### config.mk
export PLATFORM = sky130hd
export DESIGN_NAME = op_pipe_stage
export DESIGN_NICKNAME = d
export VERILOG_FILES = /design/src/rtl/pipe_pkg.sv /design/src/rtl/op_pipe_stage_sat_counter.sv /design/src/rtl/op_pipe_stage.sv
export SDC_FILE = /design/constraint.sdc
export NUM_CORES = 1
export LEC_CHECK = 0
export BUFFER_PORTS_ARGS = -buffer_cell sky130_fd_sc_hd__clkbuf_2
export CAP_MARGIN = 0
export CORE_MARGIN = 2
export CORE_UTILIZATION = 35
export CTS_BUF_LIST = sky130_fd_sc_hd__clkbuf_8
export DETAILED_ROUTE_END_ITERATION = 10
export HOLD_SLACK_MARGIN = 0.02
export SYNTH_ARGS = -nofsm -noshare
export SYNTH_HDL_FRONTEND = slang
export SYNTH_SLANG_ARGS = --single-unit
### constraint.sdc
create_clock -name stg_clk -period 11.8 [get_ports stg_clk]
set_input_delay 0.59 -clock stg_clk [delete_from_list [all_inputs] [get_ports stg_clk]]
set_output_delay 0.59 -clock stg_clk [all_outputs]
set_load 0.005 [all_outputs]
### src/rtl/pipe_pkg.sv
// Shared types and constants for the elastic pipeline-register stages.
// Widths default to the ID/EX packet; other stages override them.
package pipe_pkg;

  localparam int PAYLOAD_W_DEF   = 186;
  localparam int CTRL_W_DEF      = 7;
  localparam int STALL_CNT_W_DEF = 16;

  typedef enum logic [1:0] {
    ST_EMPTY = 2'd0,
    ST_ONE   = 2'd1,
    ST_FULL  = 2'd2
  } state_e;

  localparam int CTRL_SAVE_TO_REG = 0;
  localparam int CTRL_RS1_USED    = 1;
  localparam int CTRL_RS2_USED    = 2;
  localparam int CTRL_IMM_USED    = 3;
  localparam int CTRL_IS_BRANCH   = 4;
  localparam int CTRL_RD_MEM      = 5;
  localparam int CTRL_WR_MEM      = 6;

endpackage

### src/rtl/op_pipe_stage_sat_counter.sv
// Saturating up-counter with asynchronous active-high reset.
// Sticks at all-ones once reached.
module sat_counter #(
  parameter int W = 16
) (
  input  logic         clk_i,
  input  logic         rst_i,
  input  logic         inc_i,
  output logic [W-1:0] cnt_o
);

  logic [W-1:0] cnt_q;
  logic [W-1:0] cnt_d;

  always_comb begin
    cnt_d = cnt_q;
    if (inc_i && (cnt_q != {W{1'b1}}))
      cnt_d = cnt_q + 1'b1;
  end

  always_ff @(posedge clk_i or posedge rst_i) begin
    if (rst_i) cnt_q <= '0;
    else       cnt_q <= cnt_d;
  end

  assign cnt_o = cnt_q;

endmodule

### src/rtl/op_pipe_stage.sv
// Elastic pipeline register with a 2-entry skid buffer, stall, flush
// and a saturating backpressure counter.
module op_pipe_stage
  import pipe_pkg::*;
#(
  parameter int PAYLOAD_W   = PAYLOAD_W_DEF,
  parameter int CTRL_W      = CTRL_W_DEF,
  parameter int STALL_CNT_W = STALL_CNT_W_DEF
) (
  input  logic                   stg_clk,
  input  logic                   reset,
  input  logic                   stg_ena,
  input  logic                   stg_x,
  input  logic                   in_valid,
  output logic                   in_ready,
  input  logic [PAYLOAD_W-1:0]   in_payload,
  input  logic [CTRL_W-1:0]      in_ctrl,
  output logic                   out_valid,
  input  logic                   out_ready,
  output logic [PAYLOAD_W-1:0]   out_payload,
  output logic [CTRL_W-1:0]      out_ctrl,
  output logic [STALL_CNT_W-1:0] stall_cnt
);

  state_e               state_q;
  logic [PAYLOAD_W-1:0] main_pay_q;
  logic [CTRL_W-1:0]    main_ctl_q;
  logic [PAYLOAD_W-1:0] skid_pay_q;
  logic [CTRL_W-1:0]    skid_ctl_q;

  logic in_xfer;
  logic out_xfer;
  logic stall_inc;

  // Ready comes from registered state only, never from out_ready.
  assign in_ready  = (state_q != ST_FULL) & stg_ena & ~stg_x;
  assign out_valid = (state_q != ST_EMPTY);
  assign in_xfer   = in_valid & in_ready;
  assign out_xfer  = out_valid & out_ready & stg_ena & ~stg_x;
  assign stall_inc = out_valid & ~out_ready & stg_ena & ~stg_x;

  assign out_payload = main_pay_q;
  assign out_ctrl    = main_ctl_q;

  always_ff @(posedge stg_clk or posedge reset) begin
    if (reset) begin
      state_q    <= ST_EMPTY;
      main_pay_q <= '0;
      main_ctl_q <= '0;
      skid_pay_q <= '0;
      skid_ctl_q <= '0;
    end else if (stg_x) begin
      state_q    <= ST_EMPTY;
      main_pay_q <= '0;
      main_ctl_q <= '0;
      skid_pay_q <= '0;
      skid_ctl_q <= '0;
    end else if (stg_ena) begin
      unique case (state_q)
        ST_EMPTY: begin
          if (in_xfer) begin
            main_pay_q <= in_payload;
            main_ctl_q <= in_ctrl;
            state_q    <= ST_ONE;
          end
        end
        ST_ONE: begin
          if (in_xfer && out_xfer) begin
            main_pay_q <= in_payload;
            main_ctl_q <= in_ctrl;
          end else if (in_xfer) begin
            skid_pay_q <= in_payload;
            skid_ctl_q <= in_ctrl;
            state_q    <= ST_FULL;
          end else if (out_xfer) begin
            // Draining keeps out_ctrl zero while no packet is held.
            main_ctl_q <= '0;
            state_q    <= ST_EMPTY;
          end
        end
        ST_FULL: begin
          if (out_xfer) begin
            main_pay_q <= skid_pay_q;
            main_ctl_q <= skid_ctl_q;
            skid_pay_q <= '0;
            skid_ctl_q <= '0;
            state_q    <= ST_ONE;
          end
        end
        default: state_q <= ST_EMPTY;
      endcase
    end
  end

  sat_counter #(.W(STALL_CNT_W)) u_stall_cnt (
    .clk_i (stg_clk),
    .rst_i (reset),
    .inc_i (stall_inc),
    .cnt_o (stall_cnt)
  );

endmodule

==> results.txt <==
The run finished, with violations left. The checks that failed: max-slew violations. The number of nets handed over by synthesis was 2041. The worst endpoint data arrival time is 4600 ps, and the number of library cell types mapped by synthesis is 45. The met3 track demand over resource in global routing was 0.0548; the synthesized area per cell was 10.8 um2.

The detailed router finished its first iteration with 851 violations. The largest single stage delay on the critical path is 850 ps. Summed over all nets, the half-perimeter wirelength after detailed placement is 35.4 mm. During placement, the flow inserted port buffers numbering 409.

The first global-routing pass estimated 93.7 mm of wire. Clock tree synthesis selected as its root buffer the cell clkbuf_8. The die covers 58900 um2. During I/O placement, the number of pins put on the boundary was 410.

The logs give 0.200 for the combined global-route utilization of all metal layers and 0 for the number of maximum-capacitance constraint violations. Yosys instantiated no cell more often than dfrtp_1. The fill cell instance count of the final layout is 5552. Walking the worst path, the cells encountered are inv_1, ha_4, buf_4, nand4bb_2, o21ai_4, and3_4, buf_4, a211oi_1. After detailed routing, the average wire length per cell comes to 19.8 um. After synthesis, the most frequently instantiated cells are dfrtp_1 (404), mux2i_1 (381), inv_1 (201), nand2_1 (200), a31oi_1 (193). Fraction of layout instances using a drive strength above 1: 0.267.

The number of buffers on the longest clock path is 3, and the vertical die dimension is 243 um. The number of detailed-route iterations in the first pass is 5. The area added between synthesis and finish is 19.7%, and the register bit total from synthesis is 404. Yosys attributes the largest share of cell area to dfrtp_1 (51%), mux2i_1 (19%), a31oi_1 (6.1%). The overflow left after global routing came out at 0. The final critical path time including I/O delays and setup is 4150 ps, and the final RePlAce weighted congestion is 0.806. The data required time of the critical path is 12250 ps, and the power density over the cells is 172 nW/um2. Once the clock tree was built, the resizer swapped 0 gates to a different size. The tools report the net total in the final layout as 2380. Entering global routing, the biggest net connects 188 pins.

For this run, design rule violations remaining after detail routing come to 0. The area share of the largest cell type after synthesis was 0.507; the remaining number of nets flagged by the antenna check after routing was 0. The initial core utilization came out at 0.353.

Summed over all instances, the cell type with the most area after synthesis is dfrtp_1. CTS built an H-tree with a depth of 3. The logs give -0.00206 for the relative max-transition margin and 0 for the number of post-CTS setup repair buffers.

The placed standard-cell area was 22300 um2; the number of instances in the synthesized netlist was 1838. By startpoint and endpoint, the worst setup path is classified as reg -> reg. The floorplan die width is 243 um, and the sequential area share after synthesis is 0.507. The tools report the number of max-slew violations in the final report as 10. During synthesis, Yosys emitted a total of 0 warnings. The leakage component of the power was 11.3 nW. For this block, the routed nets add up to 59.3 mm of wire. The finished layout holds 2994 standard cells, fillers aside. After clock tree synthesis, the clock-pin slew on the worst setup and hold paths is 60 ps. In the synthesized netlist the dominant register cell turns out to be dfrtp_1.

The worst clock skew was 24.2 ps. STA classifies the critical path startpoint as a register. The number of antenna violations at the first check in global routing is 13. TritonCTS built the clock tree. The run gives 0 as the final count of hold timing violations. In this run, CTS created clock tree buffers numbering 78.

By instance count, the cell type seen most on the critical path is buf_4. The run gives 0 as the number of endpoints failing setup at the final stage. Along the worst path, the maximum fanout reaches 73. The global routing stage identified its most utilized layer as met2. The actual transition at the worst max-transition pin is 1500 ps, and the row count is 87.

At the later pin of the worst-skew pair, clock insertion delay measures 650 ps. The cell family with the largest share of critical-path delay is buffers and inverters. Number of enable flip-flop cells after synthesis: 0.

Part of the cycle the worst path needs: 0.352. The tools report the worst-case register-to-register setup slack as 7650 ps. VDD sags by at most 0.140 mV.

Summed over all failing endpoints, the final setup total negative slack is 0 ps. The kind of end point of the critical path was a register. The worst hold path belongs to the class in -> async. The run gives 16109 as the via count of the first global-routing pass. The tools report the netlist area before placement as 19900 um2. Setup repair after global routing left no endpoint under its margin. The final route contains 15643 vias. The core region is 56400 um2. The routing usage on met1 is 0.258. The slowest cell on the critical path was buf_4. The tools report the global-route met2 utilization as 0.312.

With fillers left out, the area of the finished cells amounts to 23900 um2. Fraction of registers with async set or reset after synthesis: 1.00. The buffering stage count on the worst path with inverters included is 3. Using the TritonRoute via totals, the vias-per-cell ratio works out to 5.22.

The logs give 0.241 GHz for the fmax and 0 for the number of buffers inserted by hold repair at cts. The number of placed instances, taps included, is 2853. For this design, the sink count on the clock tree is 404.
cell usage in the layout (no fill, tap or decap), types with 4 or more instances in the layout:
cell type,netlist,layout
a211oi_1,156,156
a211oi_2,30,30
a21oi_1,8,8
a31oi_1,193,193
buf_12,0,4
buf_4,11,17
clkbuf_2,0,407
clkbuf_8,0,100
clkinv_2,0,8
dfrtp_1,404,404
diode_2,0,10
inv_1,201,219
mux2_2,8,8
mux2i_1,381,381
nand2_1,200,200
nand3_1,6,6
nand4_1,7,7
nor2b_1,8,8
nor3_1,4,4
o2bb2ai_1,7,7
xnor2_1,4,4
xor2_1,11,11
layout make-up:
type / instances / area (um2) / area share
clock buffers: 99 / 1360 / 0.0571
inverters: 201 / 758 / 0.0318
flip-flops and latches: 404 / 10100 / 0.424
clock inverters: 32 / 174 / 0.00729
diodes: 10 / 25.0 / 0.00105
multi-input cells: 1062 / 8210 / 0.344
repair buffers: 430 / 2270 / 0.0951
well taps: 756 / 946 / 0.0396
tightest hold or removal path: stages:
cell	delay, ps
clkbuf_2	100
clkinvlp_4	70
buf_12	510
kinds of logic (layout without fill, tap and decap cells):
kind of cell,after synthesis,after routing,synth area share
fa+ha+maj,4,4,0.00251
mux,389,389,0.196
buf+inv,372,762,0.0823
compound gates,404,404,0.149
simple gates,250,250,0.0566
xor+xnor,15,15,0.00659
other cells,0,10,0
flops,404,404,0.507
registers in the layout (all words and copies together), names as in the netlist:
signal	cells
out_ctrl	7
out_payload	186
skid_ctl_q	7
skid_pay_q	186
state_q	2
u_stall_cnt.cnt_o	16
path summary, 6_finish.rpt:
path	start	endpoint	cells past startpoint
setup reg to reg	state_q[0]	out_payload[77]	8
hold / removal	reset	out_payload[90]	3
min in group stg_clk	in_payload[108]	skid_pay_q[108]	3
max in group asynchronous	reset	out_payload[124]	4
setup / recovery	state_q[0]	out_payload[77]	8
hold reg to reg	out_ctrl[0]	out_ctrl[0]	1
through the flow:
step	worst slack, ps	total power [mW]	hold WS (ps)	util
floorplan	5770	2.36	496	-
global placement	7690	2.70	493	0.395
detailed placement	7610	2.73	492	0.395
CTS	7600	4.15	86.8	0.423
global route	7380	4.33	131	0.423
finish	7650	4.09	131	0.423
where the power goes:
part	total (mW)	internal, mW	switching (mW)
Combinational	0.997	0.384	0.613
Sequential	1.71	1.59	0.122
Clock	1.39	0.771	0.618
per-layer routing:
layer,vias up,wire length (um)
met5,-,37
met4,6,2250
met3,118,4050
met2,454,27800
met1,7861,25100
li1,7204,-
Power figures use the tool's default switching activity.
